### src/rtl/apple_kbd_typeahead_ctrl_if.sv
// Keyboard typeahead bus: decoder/CPU-side controls in, $C000 view and queue status out.
interface apple_kbd_typeahead_ctrl_if #(
  parameter int unsigned FIFO_AW = 3
);
  logic               KEY_VALID;
  logic [6:0]         KEY_ASCII;
  logic               KEY_HELD;
  logic               REPEAT_EN;
  logic               TICK;
  logic               CLR_STB;
  logic               FLUSH;
  logic               CLR_OVF;
  logic [7:0]         KBD_DATA;
  logic               STROBE;
  logic [FIFO_AW:0]   FIFO_COUNT;
  logic               OVERFLOW;

  modport master (
    output KEY_VALID, KEY_ASCII, KEY_HELD, REPEAT_EN, TICK, CLR_STB, FLUSH, CLR_OVF,
    input  KBD_DATA, STROBE, FIFO_COUNT, OVERFLOW
  );

  modport slave (
    input  KEY_VALID, KEY_ASCII, KEY_HELD, REPEAT_EN, TICK, CLR_STB, FLUSH, CLR_OVF,
    output KBD_DATA, STROBE, FIFO_COUNT, OVERFLOW
  );
endinterface

### src/rtl/apple_kbd_typeahead_ctrl.sv
// Typeahead FIFO and auto-repeat scheduler feeding the Apple $C000/$C010 keyboard latch.
module apple_kbd_typeahead_ctrl #(
  parameter int unsigned FIFO_AW      = 3,
  parameter int unsigned REPEAT_DELAY = 40,
  parameter int unsigned REPEAT_RATE  = 6
) (
  input  logic                        KB_CLK,
  input  logic                        SYS_RESET,
  apple_kbd_typeahead_ctrl_if.slave   kbd
);

  localparam int unsigned DEPTH = 1 << FIFO_AW;
  localparam int unsigned CW    = FIFO_AW + 1;
  localparam int unsigned TMAX  = (REPEAT_DELAY > REPEAT_RATE) ? REPEAT_DELAY : REPEAT_RATE;
  localparam int unsigned TW    = (TMAX > 1) ? $clog2(TMAX) : 1;

  typedef enum logic [1:0] {
    ST_IDLE  = 2'd0,
    ST_DELAY = 2'd1,
    ST_RPT   = 2'd2
  } rpt_state_e;

  logic [6:0]         fifo_mem [DEPTH];
  logic [FIFO_AW-1:0] wr_ptr;
  logic [FIFO_AW-1:0] rd_ptr;
  logic [CW-1:0]      count;
  logic               strobe;
  logic [6:0]         cur_ascii;
  logic [6:0]         rep_ascii;
  logic               overflow;

  rpt_state_e         state;
  rpt_state_e         state_nxt;
  logic [TW-1:0]      tcnt;
  logic [TW-1:0]      tcnt_nxt;
  logic               rep_event_c;

  logic               fifo_empty_c;
  logic               fifo_full_c;
  logic               pop_c;
  logic               key_push_c;
  logic               rep_push_c;
  logic               push_c;
  logic               drop_c;
  logic [6:0]         push_data_c;
  logic               rpt_abort_c;

  // FIFO control; a pop frees a slot on the same edge, so full+pop still accepts a key
  always_comb begin
    fifo_empty_c = (count == '0);
    fifo_full_c  = (count == CW'(DEPTH));
    pop_c        = !strobe && !fifo_empty_c && !kbd.FLUSH;
    key_push_c   = kbd.KEY_VALID && !kbd.FLUSH && (!fifo_full_c || pop_c);
    drop_c       = kbd.KEY_VALID && !kbd.FLUSH && fifo_full_c && !pop_c;
    rep_push_c   = rep_event_c && fifo_empty_c;
    push_c       = key_push_c || rep_push_c;
    push_data_c  = key_push_c ? kbd.KEY_ASCII : rep_ascii;
  end

  always_ff @(posedge KB_CLK) begin
    if (push_c) begin
      fifo_mem[wr_ptr] <= push_data_c;
    end
  end

  always_ff @(posedge KB_CLK or posedge SYS_RESET) begin
    if (SYS_RESET) begin
      wr_ptr    <= '0;
      rd_ptr    <= '0;
      count     <= '0;
      strobe    <= 1'b0;
      cur_ascii <= 7'h00;
      overflow  <= 1'b0;
      rep_ascii <= 7'h00;
    end else begin
      if (kbd.FLUSH) begin
        wr_ptr <= '0;
        rd_ptr <= '0;
        count  <= '0;
      end else begin
        if (push_c) begin
          wr_ptr <= wr_ptr + FIFO_AW'(1);
        end
        if (pop_c) begin
          rd_ptr <= rd_ptr + FIFO_AW'(1);
        end
        count <= count + CW'(push_c) - CW'(pop_c);
      end

      // Load only happens while STROBE is low, so it never collides with CLR_STB
      if (kbd.FLUSH) begin
        strobe <= 1'b0;
      end else if (pop_c) begin
        strobe    <= 1'b1;
        cur_ascii <= fifo_mem[rd_ptr];
      end else if (kbd.CLR_STB) begin
        strobe <= 1'b0;
      end

      if (drop_c) begin
        overflow <= 1'b1;
      end else if (kbd.CLR_OVF) begin
        overflow <= 1'b0;
      end

      if (kbd.KEY_VALID) begin
        rep_ascii <= kbd.KEY_ASCII;
      end
    end
  end

  // Repeat FSM: state register
  always_ff @(posedge KB_CLK or posedge SYS_RESET) begin
    if (SYS_RESET) begin
      state <= ST_IDLE;
      tcnt  <= '0;
    end else begin
      state <= state_nxt;
      tcnt  <= tcnt_nxt;
    end
  end

  assign rpt_abort_c = kbd.FLUSH || kbd.KEY_VALID || !kbd.KEY_HELD || !kbd.REPEAT_EN;

  // Repeat FSM: next state
  always_comb begin
    state_nxt = state;
    if (kbd.FLUSH) begin
      state_nxt = ST_IDLE;
    end else if (kbd.KEY_VALID) begin
      state_nxt = ST_DELAY;
    end else if (!kbd.KEY_HELD || !kbd.REPEAT_EN) begin
      state_nxt = ST_IDLE;
    end else if (state == ST_DELAY && kbd.TICK && tcnt == TW'(REPEAT_DELAY - 1)) begin
      state_nxt = ST_RPT;
    end
  end

  // Repeat FSM: tick counter and repeat event
  always_comb begin
    tcnt_nxt    = tcnt;
    rep_event_c = 1'b0;
    if (rpt_abort_c) begin
      tcnt_nxt = '0;
    end else begin
      unique case (state)
        ST_DELAY: begin
          if (kbd.TICK) begin
            if (tcnt == TW'(REPEAT_DELAY - 1)) begin
              rep_event_c = 1'b1;
              tcnt_nxt    = '0;
            end else begin
              tcnt_nxt = tcnt + TW'(1);
            end
          end
        end
        ST_RPT: begin
          if (kbd.TICK) begin
            if (tcnt == TW'(REPEAT_RATE - 1)) begin
              rep_event_c = 1'b1;
              tcnt_nxt    = '0;
            end else begin
              tcnt_nxt = tcnt + TW'(1);
            end
          end
        end
        default: tcnt_nxt = '0;
      endcase
    end
  end

  assign kbd.KBD_DATA   = {strobe, cur_ascii};
  assign kbd.STROBE     = strobe;
  assign kbd.FIFO_COUNT = count;
  assign kbd.OVERFLOW   = overflow;

endmodule
### src/flat_wrapper.sv
// flat-port wrapper written by rule: the top's interface ports become plain ports
module apple_kbd_typeahead_ctrl_flat 
#(
  parameter int unsigned FIFO_AW      = 3,
  parameter int unsigned REPEAT_DELAY = 40,
  parameter int unsigned REPEAT_RATE  = 6
)
  (KB_CLK, SYS_RESET, kbd_KEY_VALID, kbd_KEY_ASCII, kbd_KEY_HELD, kbd_REPEAT_EN, kbd_TICK, kbd_CLR_STB, kbd_FLUSH, kbd_CLR_OVF, kbd_KBD_DATA, kbd_STROBE, kbd_FIFO_COUNT, kbd_OVERFLOW);
  apple_kbd_typeahead_ctrl_if #(.FIFO_AW(FIFO_AW)) kbd_i ();
  input  logic KB_CLK;
  input  logic SYS_RESET;
  input wire logic [$bits(kbd_i.KEY_VALID)-1:0] kbd_KEY_VALID;
  input wire logic [$bits(kbd_i.KEY_ASCII)-1:0] kbd_KEY_ASCII;
  input wire logic [$bits(kbd_i.KEY_HELD)-1:0] kbd_KEY_HELD;
  input wire logic [$bits(kbd_i.REPEAT_EN)-1:0] kbd_REPEAT_EN;
  input wire logic [$bits(kbd_i.TICK)-1:0] kbd_TICK;
  input wire logic [$bits(kbd_i.CLR_STB)-1:0] kbd_CLR_STB;
  input wire logic [$bits(kbd_i.FLUSH)-1:0] kbd_FLUSH;
  input wire logic [$bits(kbd_i.CLR_OVF)-1:0] kbd_CLR_OVF;
  output wire logic [$bits(kbd_i.KBD_DATA)-1:0] kbd_KBD_DATA;
  output wire logic [$bits(kbd_i.STROBE)-1:0] kbd_STROBE;
  output wire logic [$bits(kbd_i.FIFO_COUNT)-1:0] kbd_FIFO_COUNT;
  output wire logic [$bits(kbd_i.OVERFLOW)-1:0] kbd_OVERFLOW;
  assign kbd_i.KEY_VALID = kbd_KEY_VALID;
  assign kbd_i.KEY_ASCII = kbd_KEY_ASCII;
  assign kbd_i.KEY_HELD = kbd_KEY_HELD;
  assign kbd_i.REPEAT_EN = kbd_REPEAT_EN;
  assign kbd_i.TICK = kbd_TICK;
  assign kbd_i.CLR_STB = kbd_CLR_STB;
  assign kbd_i.FLUSH = kbd_FLUSH;
  assign kbd_i.CLR_OVF = kbd_CLR_OVF;
  assign kbd_KBD_DATA = kbd_i.KBD_DATA;
  assign kbd_STROBE = kbd_i.STROBE;
  assign kbd_FIFO_COUNT = kbd_i.FIFO_COUNT;
  assign kbd_OVERFLOW = kbd_i.OVERFLOW;
  apple_kbd_typeahead_ctrl #(.FIFO_AW(FIFO_AW), .REPEAT_DELAY(REPEAT_DELAY), .REPEAT_RATE(REPEAT_RATE)) u_core (.KB_CLK(KB_CLK), .SYS_RESET(SYS_RESET), .kbd(kbd_i));
endmodule
### config.mk
export PLATFORM = sky130hd
export DESIGN_NAME = apple_kbd_typeahead_ctrl_flat
export DESIGN_NICKNAME = d
export VERILOG_FILES = /design/src/rtl/apple_kbd_typeahead_ctrl_if.sv /design/src/rtl/apple_kbd_typeahead_ctrl.sv /design/src/flat_wrapper.sv
export SDC_FILE = /design/constraint.sdc
export NUM_CORES = 1
export LEC_CHECK = 0
export CAP_MARGIN = 30
export CORE_MARGIN = 1
export CORE_UTILIZATION = 45
export DETAILED_ROUTE_END_ITERATION = 6
export PLACE_DENSITY_LB_ADDON = 0.2
export RECOVER_POWER = 100
export SYNTH_ARGS = -nofsm -noshare
export SYNTH_HDL_FRONTEND = slang
export SYNTH_SLANG_ARGS = --single-unit
### constraint.sdc
create_clock -name KB_CLK -period 7.6 [get_ports KB_CLK]
set_clock_uncertainty 0.1 [all_clocks]
set_input_delay 1.14 -clock KB_CLK [delete_from_list [all_inputs] [get_ports KB_CLK]]
set_output_delay 1.14 -clock KB_CLK [all_outputs]
set_load 0.05 [all_outputs]
Word level (Yosys, flattened, before mapping)
Memory sizes are Yosys's and may differ from the RTL's. A register that Yosys moved wholly into a read port is not among the register bits.
Index checks and enable logic that the tools add are counted.
{ "totals": {"out_inout_bits": 14, "rom_bits": 0, "reg_bits": 27, "memories": 1, "input_bits": 16, "mem_bits_rw": 56, "latch_bits": 0, "word_cells": 81} }
{ "classes": {"order_cmp": 0, "bitwise_logic": 1, "n_eq_ne": 7, "shifts": 0, "muxes": 29, "add_sub_neg": 5, "n_reduce_logical": 30, "multipliers": 0, "div": 0} }
{ "memory_table": {"columns": ["memory", "words", "word_bits", "rd", "rd_clocked_by_memory_dff", "write_ports", "line", "text"], "rows": [
  ["u_core.fifo_mem", 8, 7, 1, 1, 1, "apple_kbd_typeahead_ctrl.sv:23", "logic [6:0] fifo_mem [DEPTH];"]
]} }
{ "ops": {"columns": ["operator", "n"], "rows": [
  ["two-way mux 6 bit", 5],
  ["two-way mux 1 bit", 12],
  ["two-way mux 3 bit", 4],
  ["one-hot mux 6 bit (2 select lines)", 1],
  ["logical AND 1 bit", 9],
  ["two-way mux 2 bit", 4],
  ["zero test 1 bit", 7],
  ["two-way mux 7 bit", 1],
  ["adder 3 x 1 -> 3 bit (second input constant)", 2],
  ["adder 6 x 1 -> 6 bit (second input constant)", 1],
  ["== test 6 x 3 -> 1 bit (second input constant)", 1],
  ["== test 6 bit (second input constant)", 1],
  ["logical OR 1 bit", 6],
  ["inequality test 3 x 2 -> 1 bit (second input constant)", 2],
  ["nonzero test 2 bit", 3],
  ["adder 4 x 1 -> 4 bit", 1],
  ["== test 4 bit (second input constant)", 1],
  ["zero test 4 bit", 1],
  ["two-way mux 4 bit", 1],
  ["AND reduction 2 bit", 2],
  ["nonzero test 4 bit", 1],
  ["subtractor 4 x 1 -> 4 bit", 1],
  ["nonzero test 3 bit", 1],
  ["== test 2 x 1 -> 1 bit (second input constant)", 1],
  ["other kinds (3)", 3]
]} }

Longest topological paths before layout
Gate-level depths: netlist of run 1.
{ "depth": {"word_depth": 10, "mapped_depth": 14, "mapped_depth_nobuf": 12} }

Worst setup path before layout of run 1
Ideal clock, no wire load.
{ "synth_path": {"path_kind": "input port to flip-flop", "startpoint": "input port kbd_FLUSH", "endpoint": "memory u_core.fifo_mem[0][0], enable pin", "path_buffers": 1, "path_slack_ps": 4349, "path_stages": 5, "arrival_ps": 2761, "required_time_ps": 7110, "setup_time_ps": 390, "cell_sequence": "or3_4 a31oi_4 a31oi_2 buf_6 nor4_1"} }
{ "synth_via": {"elab_chain_cells": 8, "elab_cells_between_ends": 13, "classes_between": "mux (3); reduce/logical (10)"} }
{ "synth_rtl": {"columns": ["item", "line", "text"], "rows": [
  ["start, declared", "flat_wrapper.sv:18", "input wire logic [$bits(kbd_i.FLUSH)-1:0] kbd_FLUSH;"],
  ["logical OR 1 bit (3 in a row)", "apple_kbd_typeahead_ctrl.sv:123", "assign rpt_abort_c = kbd.FLUSH || kbd.KEY_VALID || !kbd.KEY_HELD || !kbd.REPEAT_EN;"],
  ["two-way mux 1 bit", "apple_kbd_typeahead_ctrl.sv:143", "if (rpt_abort_c) begin"],
  ["logical AND 1 bit", "apple_kbd_typeahead_ctrl.sv:55", "rep_push_c = rep_event_c && fifo_empty_c;"],
  ["logical OR 1 bit (*)", "apple_kbd_typeahead_ctrl.sv:56", "push_c = key_push_c || rep_push_c;"],
  ["two-way mux 1 bit (*)", "apple_kbd_typeahead_ctrl.sv:61", "if (push_c) begin"],
  ["two-way mux 1 bit (implied by the code) (*)", "apple_kbd_typeahead_ctrl.sv:62", "fifo_mem[wr_ptr] <= push_data_c;"],
  ["end, declared", "apple_kbd_typeahead_ctrl.sv:23", null]
]} }
Every way passes the cells marked *; elsewhere a longest branch is shown, timed or not.

Worst setup path in the final report of run 1
{ "layout_path": {"startpoint": "input port kbd_FLUSH", "endpoint": "memory u_core.fifo_mem[1][2], enable pin"} }
Same word-level chain as after synthesis.

==> impl_metrics.ini, run 1 <==
[floorplanning]
pin_count = 30
die_x_um = 97.37
rows = 34
die_h_um = 97.37
design.core.area_um2 = 8763
start_util = 0.4670
die-area_um2 = 9480

[yosys]
yosysWarningCount = 0
ys_ff_latch = 90
yosysSeqAreaShare = 0.6188
syn_area_per_cell_um2 = 15.10
async_flop_share = 0.3778
syn_area_um2 = 4093
synthCells = 271
synth_fp_nets = 300
ys.flop_type = edfxtp_1
synth_edf_count = 56
ys_types = 53

[pwr]
p_int_mw = 0.9387
p_sw_mw = 0.5065
leakage_nw = 1.708
max-vdd-ir-drop_v = 0.0001239
p_seq_frac = 0.441
p_sw_frac = 0.3505
power_density_nw_per_um2 = 310.9
clockPowerShare = 0.239
p_comb_frac = 0.320

[placed_design]
gp_congestion = 0.8181
io_buffers = 29
dp_hpwl_mm = 4.646

[clocking]
holdBufCountCts = 0
cts-root-buf = clkbuf_8
clock_latency_ps = 350
cts_tree = done
htreeDepth = 3
clk_transition_reported_paths_ps = 90
clockBufferDepth = 2
cts-resized-gates = 0
cts_sinks = 90
cts_buffers = 9
postCtsSetupBuffers = 0

[timing]
slew_headroom = -0.2870
tightest_slew_ps = 1930
period_share = 0.6551
finalHoldViolCount = 0
tns_ps = 0
layout_min_cycle_time_ps = 4979
max_freq_ghz = 0.2008
maxSlewViolCount = 43
finalSetupViolCount = 0
whs_ps = 377.4
rsz0062_at_grt = false

[final_layout]
final_cell_mix = 56 x edfxtp_1, 34 x dfrtp_1, 17 x nand2_1, 17 x dlygate4sd3_1, 15 x inv_1
final_common_cell = edfxtp_1
synthToLayoutAreaGrowth_pct = 13.57
drive_gt1_frac = 0.1405
layout.nets = 330
diodes = 0

[setup_path]
cp_slowest_cell = nor4b_1
max_stage_delay_ps = 1390
path_class = in -> reg
worstPathRequired_ps = 7460
cp-end-kind = register
crit_top_cell = a31oi_1
critPathArrivalTime_ps = 4830
critPathMaxFanout = 16
crit_chain = dlygate4sd3_1 -> or3_1 -> a31oi_1 -> a31oi_1 -> nor4b_1
start_kind = input port

[grt]
met2_usage = 0.2302
use_met3 = 0.02950
grt_max_degree = 35
gr-max-usage-layer = met1
grt_antenna_before_repair = 0
grt_pass1_vias = 2273
use_met1 = 0.2416
grt_first_pass_wirelength_mm = 11.86
grt_use_total = 0.1627
overflow = 0

[outcome]
violations = capacitance limit, slew limit
status = finished with violations

[route]
drtIter0Drc = 120
num_vias = 2237
finalWirelength_mm = 6.843
viasPerCell = 5.403
dr.pass1.iters = 4
wire_per_inst_um = 16.53
ant_nets = 0
drc = 0

[run]
maxCapViolCount = 3

[worst_hold_path]
hold_path.class = reg -> reg
[critical path, delay by kind of cell]
kind	cells	cell delay, ps
AOI/OAI and AO/OA	2	1150
buffers and inverters	1	730
and+or+nand+nor	2	1800
[registers in the layout, summed over array words and instances (netlist names)]
name and flops:
u_core.cur_ascii 7, u_core.kbd.STROBE 1, u_core.kbd.OVERFLOW 1, u_core.wr_ptr 3, u_core.fifo_mem 56, u_core.tcnt 6, u_core.kbd.FIFO_COUNT 4, u_core.rep_ascii 7
u_core.rd_ptr 3, u_core.state 2
[kinds of logic (layout without fill, tap and decap cells)]
family,Yosys count,in the layout,share of synthesized area
AO/OA/AOI/OAI,36,36,0.06420
AND/OR/NAND/NOR,60,60,0.09049
flip-flops,90,90,0.6188
multiplexers,40,40,0.1455
adder cells (fa/ha/maj),13,13,0.04158
buffers and inverters,28,63,0.03088
XOR/XNOR,4,4,0.008559
[stage by stage]
| stage | setup slack, ps | cells | util | cell area (um2) | power (mW) |
|---|---|---|---|---|---|
| finish | 2621 | 414 | 0.5304 | 4648 | 1.445 |
| global route | 2230 | 414 | 0.5304 | 4648 | 1.536 |
| CTS | 3705 | 413 | 0.5334 | 4674 | 1.476 |
| detailed placement | 3327 | 397 | 0.5093 | 4463 | 1.127 |
| global placement | 3365 | 397 | 0.5093 | 4463 | 1.118 |
| floorplan | 4349 | 271 | - | 4093 | 0.9986 |
[power by group through the flow]
| stage | Sequential, mW | Clock (mW) | Combinational [mW] |
|---|---|---|---|
| global route | 0.649 | 0.377 | 0.510 |
| detailed placement | 0.666 | 0 | 0.462 |
| floorplan | 0.729 | 0 | 0.269 |
| CTS | 0.655 | 0.358 | 0.463 |
| global placement | 0.664 | 0 | 0.454 |
| finish | 0.637 | 0.346 | 0.463 |
[layout make-up]
cell class / instances / area, um2
clock buffer: 9 / 123.9
clock inverter: 7 / 87.58
fill: 725 / 4115
inverter: 15 / 56.30
multi-input combinational: 153 / 1388
sequential: 90 / 2532
tap: 108 / 135.1
timing repair buffer: 32 / 325.3
[worst paths after layout]
path | start | end | slack, ps | depth (start not counted)
max | kbd_FLUSH | u_core.fifo_mem[1][2] | 2620 | 5
min | u_core.cur_ascii[2] | u_core.cur_ascii[2] | 380 | 2
max reg2reg | u_core.kbd.FIFO_COUNT[2] | u_core.fifo_mem[1][2] | 3540 | 6
min reg2reg | u_core.cur_ascii[2] | u_core.cur_ascii[2] | 380 | 2
max in group asynchronous | SYS_RESET | u_core.rep_ascii[3] | 4480 | 3
min in group asynchronous | SYS_RESET | u_core.cur_ascii[6] | 1800 | 3
[cell usage after synthesis, drive strengths merged, types with 2 or more instances]
library cell,instances,area [um2]
edfxtp,56,1682
dfrtp,34,850.8
nand2,17,63.81
mux2,16,180.2
inv,15,56.30
mux4,14,315.3
ha,12,150.1
o21ai,12,60.05
nor2,11,41.29
mux2i,10,100.1
buf,8,51.30
clkbuf,5,18.77
nand3,4,20.02
nor3b,4,30.03
xnor2,4,35.03
a21o,3,23.77
a21oi,3,15.01
and4bb,3,37.53
nand2b,3,18.77
nor2b,3,18.77
nor4b,3,45.04
o21a,3,22.52
or3,3,23.77
a211oi,2,15.01
a31oi,2,33.78
o31ai,2,15.01
or2b,2,17.52
[routing by layer]
layer / wire (um) / vias up
li1: - / 1083
met1: 3552 / 1108
met2: 3005 / 37
met3: 176 / 9
met4: 108 / 0
met5: 0 / -
Note: power is estimated with default switching activity, not from simulation.
==> run 2, diff against run 1 <==
==> constraint.sdc (replaced) <==
create_clock -name KB_CLK -period 4 [get_ports KB_CLK]
set_clock_uncertainty 0.1 [all_clocks]
set_input_delay 0.6 -clock KB_CLK [delete_from_list [all_inputs] [get_ports KB_CLK]]
set_output_delay 0.6 -clock KB_CLK [all_outputs]
set_load 0.05 [all_outputs]
==> run 2 against run 1 <==
  * Clock power rose by 80%
  * The flow still finishes with violations (capacitance limit, slew limit)
  * Largest cell class unchanged
  * Highest routed layer unchanged
  * Combinational power rose by 93%
  * Worst hold slack barely moved
  * Sequential power rose by 90%
  * Sequential share of layout area fell by 0.55 points
  * Routed wire length rose by 7.0%
  * Cell count rose by 1.7%
  * Die area did not move
  * Global-route usage rose by 0.91 points
==> impl_metrics.ini, run 2 (synthesis gave the netlist of run 1 again) <==
[outcome]
status = finished with violations
violations = capacitance limit, slew limit

[timing]
max_freq_ghz = 0.2915
tightest_slew_ps = 1915
finalSetupViolCount = 0
tns_ps = 0
layout_min_cycle_time_ps = 3430
finalHoldViolCount = 0
layout_setup_ws_ps = 569.6
period_share = 0.8576
slew_headroom = -0.2768
rsz0062_at_grt = false
maxSlewViolCount = 35

[clocking]
postCtsSetupBuffers = 0
clock_latency_ps = 340
clockBufferDepth = 2
holdBufCountCts = 0
clk_transition_reported_paths_ps = 90
cts_sinks = 90
cts_buffers = 9
htreeDepth = 3
cts-root-buf = clkbuf_8
cts_tree = done
cts-resized-gates = 0

[grt]
grt_use_total = 0.1717
grt_max_degree = 35
grt_pass1_vias = 2292
overflow = 0
grt_antenna_before_repair = 0
grt_first_pass_wirelength_mm = 12.29

[placed_design]
dp_hpwl_mm = 4.976
place_ws_ps = 743.9
gp_congestion = 0.7456
place_area_um2 = 4543
io_buffers = 29
dp.cells = 405

[final_layout]
drive_gt1_frac = 0.1693
fin_area_um2 = 4696
diodes = 0
final_cell_mix = 56 x edfxtp_1, 34 x dfrtp_1, 17 x nand2_1, 17 x dlygate4sd3_1, 15 x inv_1
reg_top3 = u_core.fifo_mem x56, u_core.cur_ascii x7, u_core.rep_ascii x7
layout.nets = 337
synthToLayoutAreaGrowth_pct = 14.74
fillers = 749
final_common_cell = edfxtp_1
largest_reg_flops = 56
layout.cells.non_filler = 421
top_register = u_core.fifo_mem

[floorplanning]
die-area_um2 = 9480
design.core.area_um2 = 8763
start_util = 0.4670
die_h_um = 97.37
rows = 34
die_x_um = 97.37
pin_count = 30

[route]
wire_per_inst_um = 17.39
ant_nets = 0
drtIter0Drc = 181
num_vias = 2289
finalWirelength_mm = 7.320
drc = 0
viasPerCell = 5.437
dr.pass1.iters = 5

[setup_path]
start_kind = input port
critPathArrivalTime_ps = 3570
cp-end-kind = register
path_class = in -> reg
worstPathRequired_ps = 4140
critPathMaxFanout = 11

[worst_hold_path]
hold_path.class = reg -> reg

[pwr]
power_mw = 2.731
leakage_nw = 1.734
max-vdd-ir-drop_v = 0.0002041
power_density_nw_per_um2 = 581.5

[run]
maxCapViolCount = 1
-- run 2: cell types whose count changed in the layout (fill, tap and decap cells not counted), moves of 2 or more --
| cell | before | now |
|---|---|---|
| buf_4 | 0 | 7 |
| mux2_1 | 8 | 5 |
| mux2_2 | 8 | 11 |
| inv_8 | 2 | 0 |
-- run 2: worst max-delay path, stage by stage --
cell           delay [ps]
dlygate4sd3_1         590
or3_1                 370
a31oi_1               850
a31oi_2               280
inv_1                 150
ha_1                  190
fa_1                  400
nor2b_1               130
-- run 2: area by class of cell --
class,instances,area [um2],share of cell area
Clock inverter,6,72.57,0.01545
Sequential cell,90,2532,0.5393
Timing Repair Buffer,39,377.9,0.08047
Clock buffer,10,127.6,0.02718
Tap cell,108,135.1,0.02878
Multi-Input combinational cell,153,1394,0.2968
Inverter,15,56.30,0.01199
-- run 2: metrics by stage --
stage            util  hold WS, ps
2_1_floorplan       -        376.6
3_3_place_gp   0.5153        363.6
3_5_place_dp   0.5184        369.0
4_1_cts        0.5413        389.6
5_1_grt        0.5358        410.0
6_report       0.5358        377.8
-- run 2: final timing paths --
path	to	start	slack [ps]	cells after the start
min in group asynchronous	u_core.kbd.FIFO_COUNT[0]	SYS_RESET	1270	3
worst max-delay path	u_core.kbd.FIFO_COUNT[1]	kbd_FLUSH	570	8
worst min register to register	u_core.cur_ascii[4]	u_core.cur_ascii[4]	380	2
worst max register to register	u_core.kbd.FIFO_COUNT[1]	u_core.kbd.FIFO_COUNT[2]	770	9
worst min-delay path	u_core.cur_ascii[4]	u_core.cur_ascii[4]	380	2
max in group asynchronous	u_core.rep_ascii[2]	SYS_RESET	1430	3
-- run 2: metal layers --
| metal | up-vias | GRT usage | routed length [um] |
|---|---|---|---|
| li1 | 1092 | - | - |
| met4 | 0 | 0.05769 | 64 |
| met5 | - | 0 | 0 |
| met1 | 1156 | 0.2584 | 3722 |
| met2 | 35 | 0.2496 | 3315 |
| met3 | 6 | 0.03453 | 217 |
-- run 2: where the power goes --
| group | switching [mW] | internal (mW) | leakage, nW |
|---|---|---|---|
| combinational | 0.521 | 0.373 | 0.692 |
| sequential | 0.103 | 1.11 | 0.944 |
| clock | 0.326 | 0.296 | 0.0975 |
| total | 0.950 | 1.78 | 1.73 |
==> run 3, diff against run 2 <==
--- a/config.mk
+++ b/config.mk
@@ -9,8 +9,10 @@
 export CORE_MARGIN = 1
 export CORE_UTILIZATION = 45
 export DETAILED_ROUTE_END_ITERATION = 6
+export GPL_TIMING_DRIVEN = 0
 export PLACE_DENSITY_LB_ADDON = 0.2
 export RECOVER_POWER = 100
+export SLEW_MARGIN = 10
 export SYNTH_ARGS = -nofsm -noshare
 export SYNTH_HDL_FRONTEND = slang
 export SYNTH_SLANG_ARGS = --single-unit
==> run 3 against run 2 <==
  * The run now ends clean
  * Non-clock buffer count rose by 5
  * Sequential power barely moved
  * Combinational power is 3.1% higher
  * Routed wire length down 1.5%
==> impl_metrics.ini, run 3 (synthesis gave the netlist of run 1 again) <==
[floorplanning]
start_util = 0.4670
pin_count = 30
die_x_um = 97.37
design.core.area_um2 = 8763
die_h_um = 97.37
die-area_um2 = 9480
rows = 34

[placed_design]
gp_congestion = 0.7961
io_buffers = 28
place_area_um2 = 4534
dp.cells = 410
dp_hpwl_mm = 4.933

[route]
drc = 0
num_vias = 2293
drtIter0Drc = 85
wire_per_inst_um = 16.92
finalWirelength_mm = 7.208
dr.pass1.iters = 4
ant_nets = 0
viasPerCell = 5.383

[timing]
slew_headroom = 0.09301
finalSetupViolCount = 0
tightest_slew_ps = 1359
period_share = 0.9203
max_freq_ghz = 0.2717
rsz0062_at_grt = false
tns_ps = 0
finalHoldViolCount = 0
whs_ps = 379.6
maxSlewViolCount = 0
layout_min_cycle_time_ps = 3681

[setup_path]
critPathMaxFanout = 10
r2r_cells = 13
path_class = in -> reg
start_kind = input port
rrSetupSlack_ps = 550
reg2reg_from = u_core.kbd.FIFO_COUNT[2]
critPathArrivalTime_ps = 3560
worstPathRequired_ps = 3880
r2r-end = u_core.kbd.FIFO_COUNT[2]
cp-end-kind = register

[final_layout]
drive_gt1_frac = 0.1635
layout.cells.non_filler = 426
top_register = u_core.fifo_mem
final_cell_mix = 56 x edfxtp_1, 34 x dfrtp_1, 23 x dlygate4sd3_1
layout.nets = 342
largest_reg_flops = 56
reg_top3 = u_core.fifo_mem x56, u_core.cur_ascii x7, u_core.rep_ascii x7
fin_area_um2 = 4701
diodes = 0
synthToLayoutAreaGrowth_pct = 14.86
final_common_cell = edfxtp_1

[grt]
grt_antenna_before_repair = 0
grt_use_total = 0.1597
grt_first_pass_wirelength_mm = 11.54
overflow = 0
grt_max_degree = 35
grt_pass1_vias = 2245

[clocking]
cts_sinks = 90
clk_transition_reported_paths_ps = 90
cts-resized-gates = 0
clock_latency_ps = 350
clockBufferDepth = 2
cts_tree = done
htreeDepth = 3
cts_buffers = 9
cts-root-buf = clkbuf_8
postCtsSetupBuffers = 0
holdBufCountCts = 0

[pwr]
p_int_mw = 1.775
p_comb_frac = 0.337
p_sw_frac = 0.3504
clockPowerShare = 0.231
p_seq_frac = 0.432
p_sw_mw = 0.9573
max-vdd-ir-drop_v = 0.0002126
leakage_nw = 1.725
power_density_nw_per_um2 = 581.2

[run]
maxCapViolCount = 0

[worst_hold_path]
hold-path-endpoint = u_core.cur_ascii[1]
hold_start = u_core.cur_ascii[1]
hold_depth = 2
hold_path.class = reg -> reg

[outcome]
status = completed
-- run 3: cell types whose count changed in the layout (fill, tap and decap cells not counted), moves of 2 or more --
| cell | previous run | this run |
|---|---|---|
| clkdlybuf4s50_1 | 12 | 5 |
| clkbuf_1 | 3 | 9 |
| dlygate4sd3_1 | 17 | 23 |
| buf_4 | 7 | 3 |
| mux2_1 | 5 | 8 |
| mux2_2 | 11 | 8 |
| nor4b_1 | 3 | 0 |
| nor4b_2 | 0 | 3 |
| buf_1 | 0 | 2 |
| buf_2 | 0 | 2 |
-- run 3: worst max-delay path, stage by stage --
cell and delay, ps:
dlygate4sd3_1 640, or3_1 380, a31oi_1 860, a31oi_2 90, buf_6 210, nor4b_2 770
-- run 3: worst max-delay path by stage --
stage                     slack [ps]                  endpoint  cells after the start                      from
after floorplan                  810  u_core.kbd.FIFO_COUNT[2]                     13  u_core.kbd.FIFO_COUNT[2]
final                            320     u_core.fifo_mem[4][5]                      6                 kbd_FLUSH
after CTS                        500  u_core.kbd.FIFO_COUNT[2]                     13  u_core.kbd.FIFO_COUNT[2]
after global placement            50     u_core.fifo_mem[0][6]                      6                 kbd_FLUSH
after detailed placement         500     u_core.fifo_mem[1][6]                      6                 kbd_FLUSH
after global routing             130     u_core.fifo_mem[4][5]                      6                 kbd_FLUSH
-- run 3: layout make-up --
cell class                      count  area (um2)
Inverter                           15       56.30
Clock buffer                       10       127.6
Clock inverter                      6       73.82
Buffer                             13       66.31
Sequential cell                    90        2532
Fill cell                         736        4063
Tap cell                          108       135.1
Multi-Input combinational cell    153        1414
Timing Repair Buffer               31       295.3
-- run 3: per-layer routing --
metal | global-route usage | part of all wire | up-vias
met1 | 0.2277 | 0.49 | 1139
met3 | 0.03453 | 0.032 | 11
li1 | - | - | 1104
met4 | 0.05430 | 0.015 | 0
met5 | 0 | 0 | -
met2 | 0.2442 | 0.47 | 39
-- run 3: power groups by stage --
stage	Sequential [mW]	Clock [mW]	Combinational (mW)
floorplan	1.39	0	0.511
global placement	1.20	0	0.949
detailed placement	1.21	0	0.970
CTS	1.19	0.648	0.975
global route	1.20	0.686	0.997
finish	1.18	0.631	0.922
-- run 3: per-stage QoR --
step / total power, mW / utilization / setup WS, ps
detailed placement: 2.176 / 0.5174 / 496.4
global placement: 2.149 / 0.5144 / 49.51
CTS: 2.809 / 0.5404 / 495.0
floorplan: 1.897 / - / 814.6
global route: 2.881 / 0.5364 / 134.1
finish: 2.732 / 0.5364 / 318.9
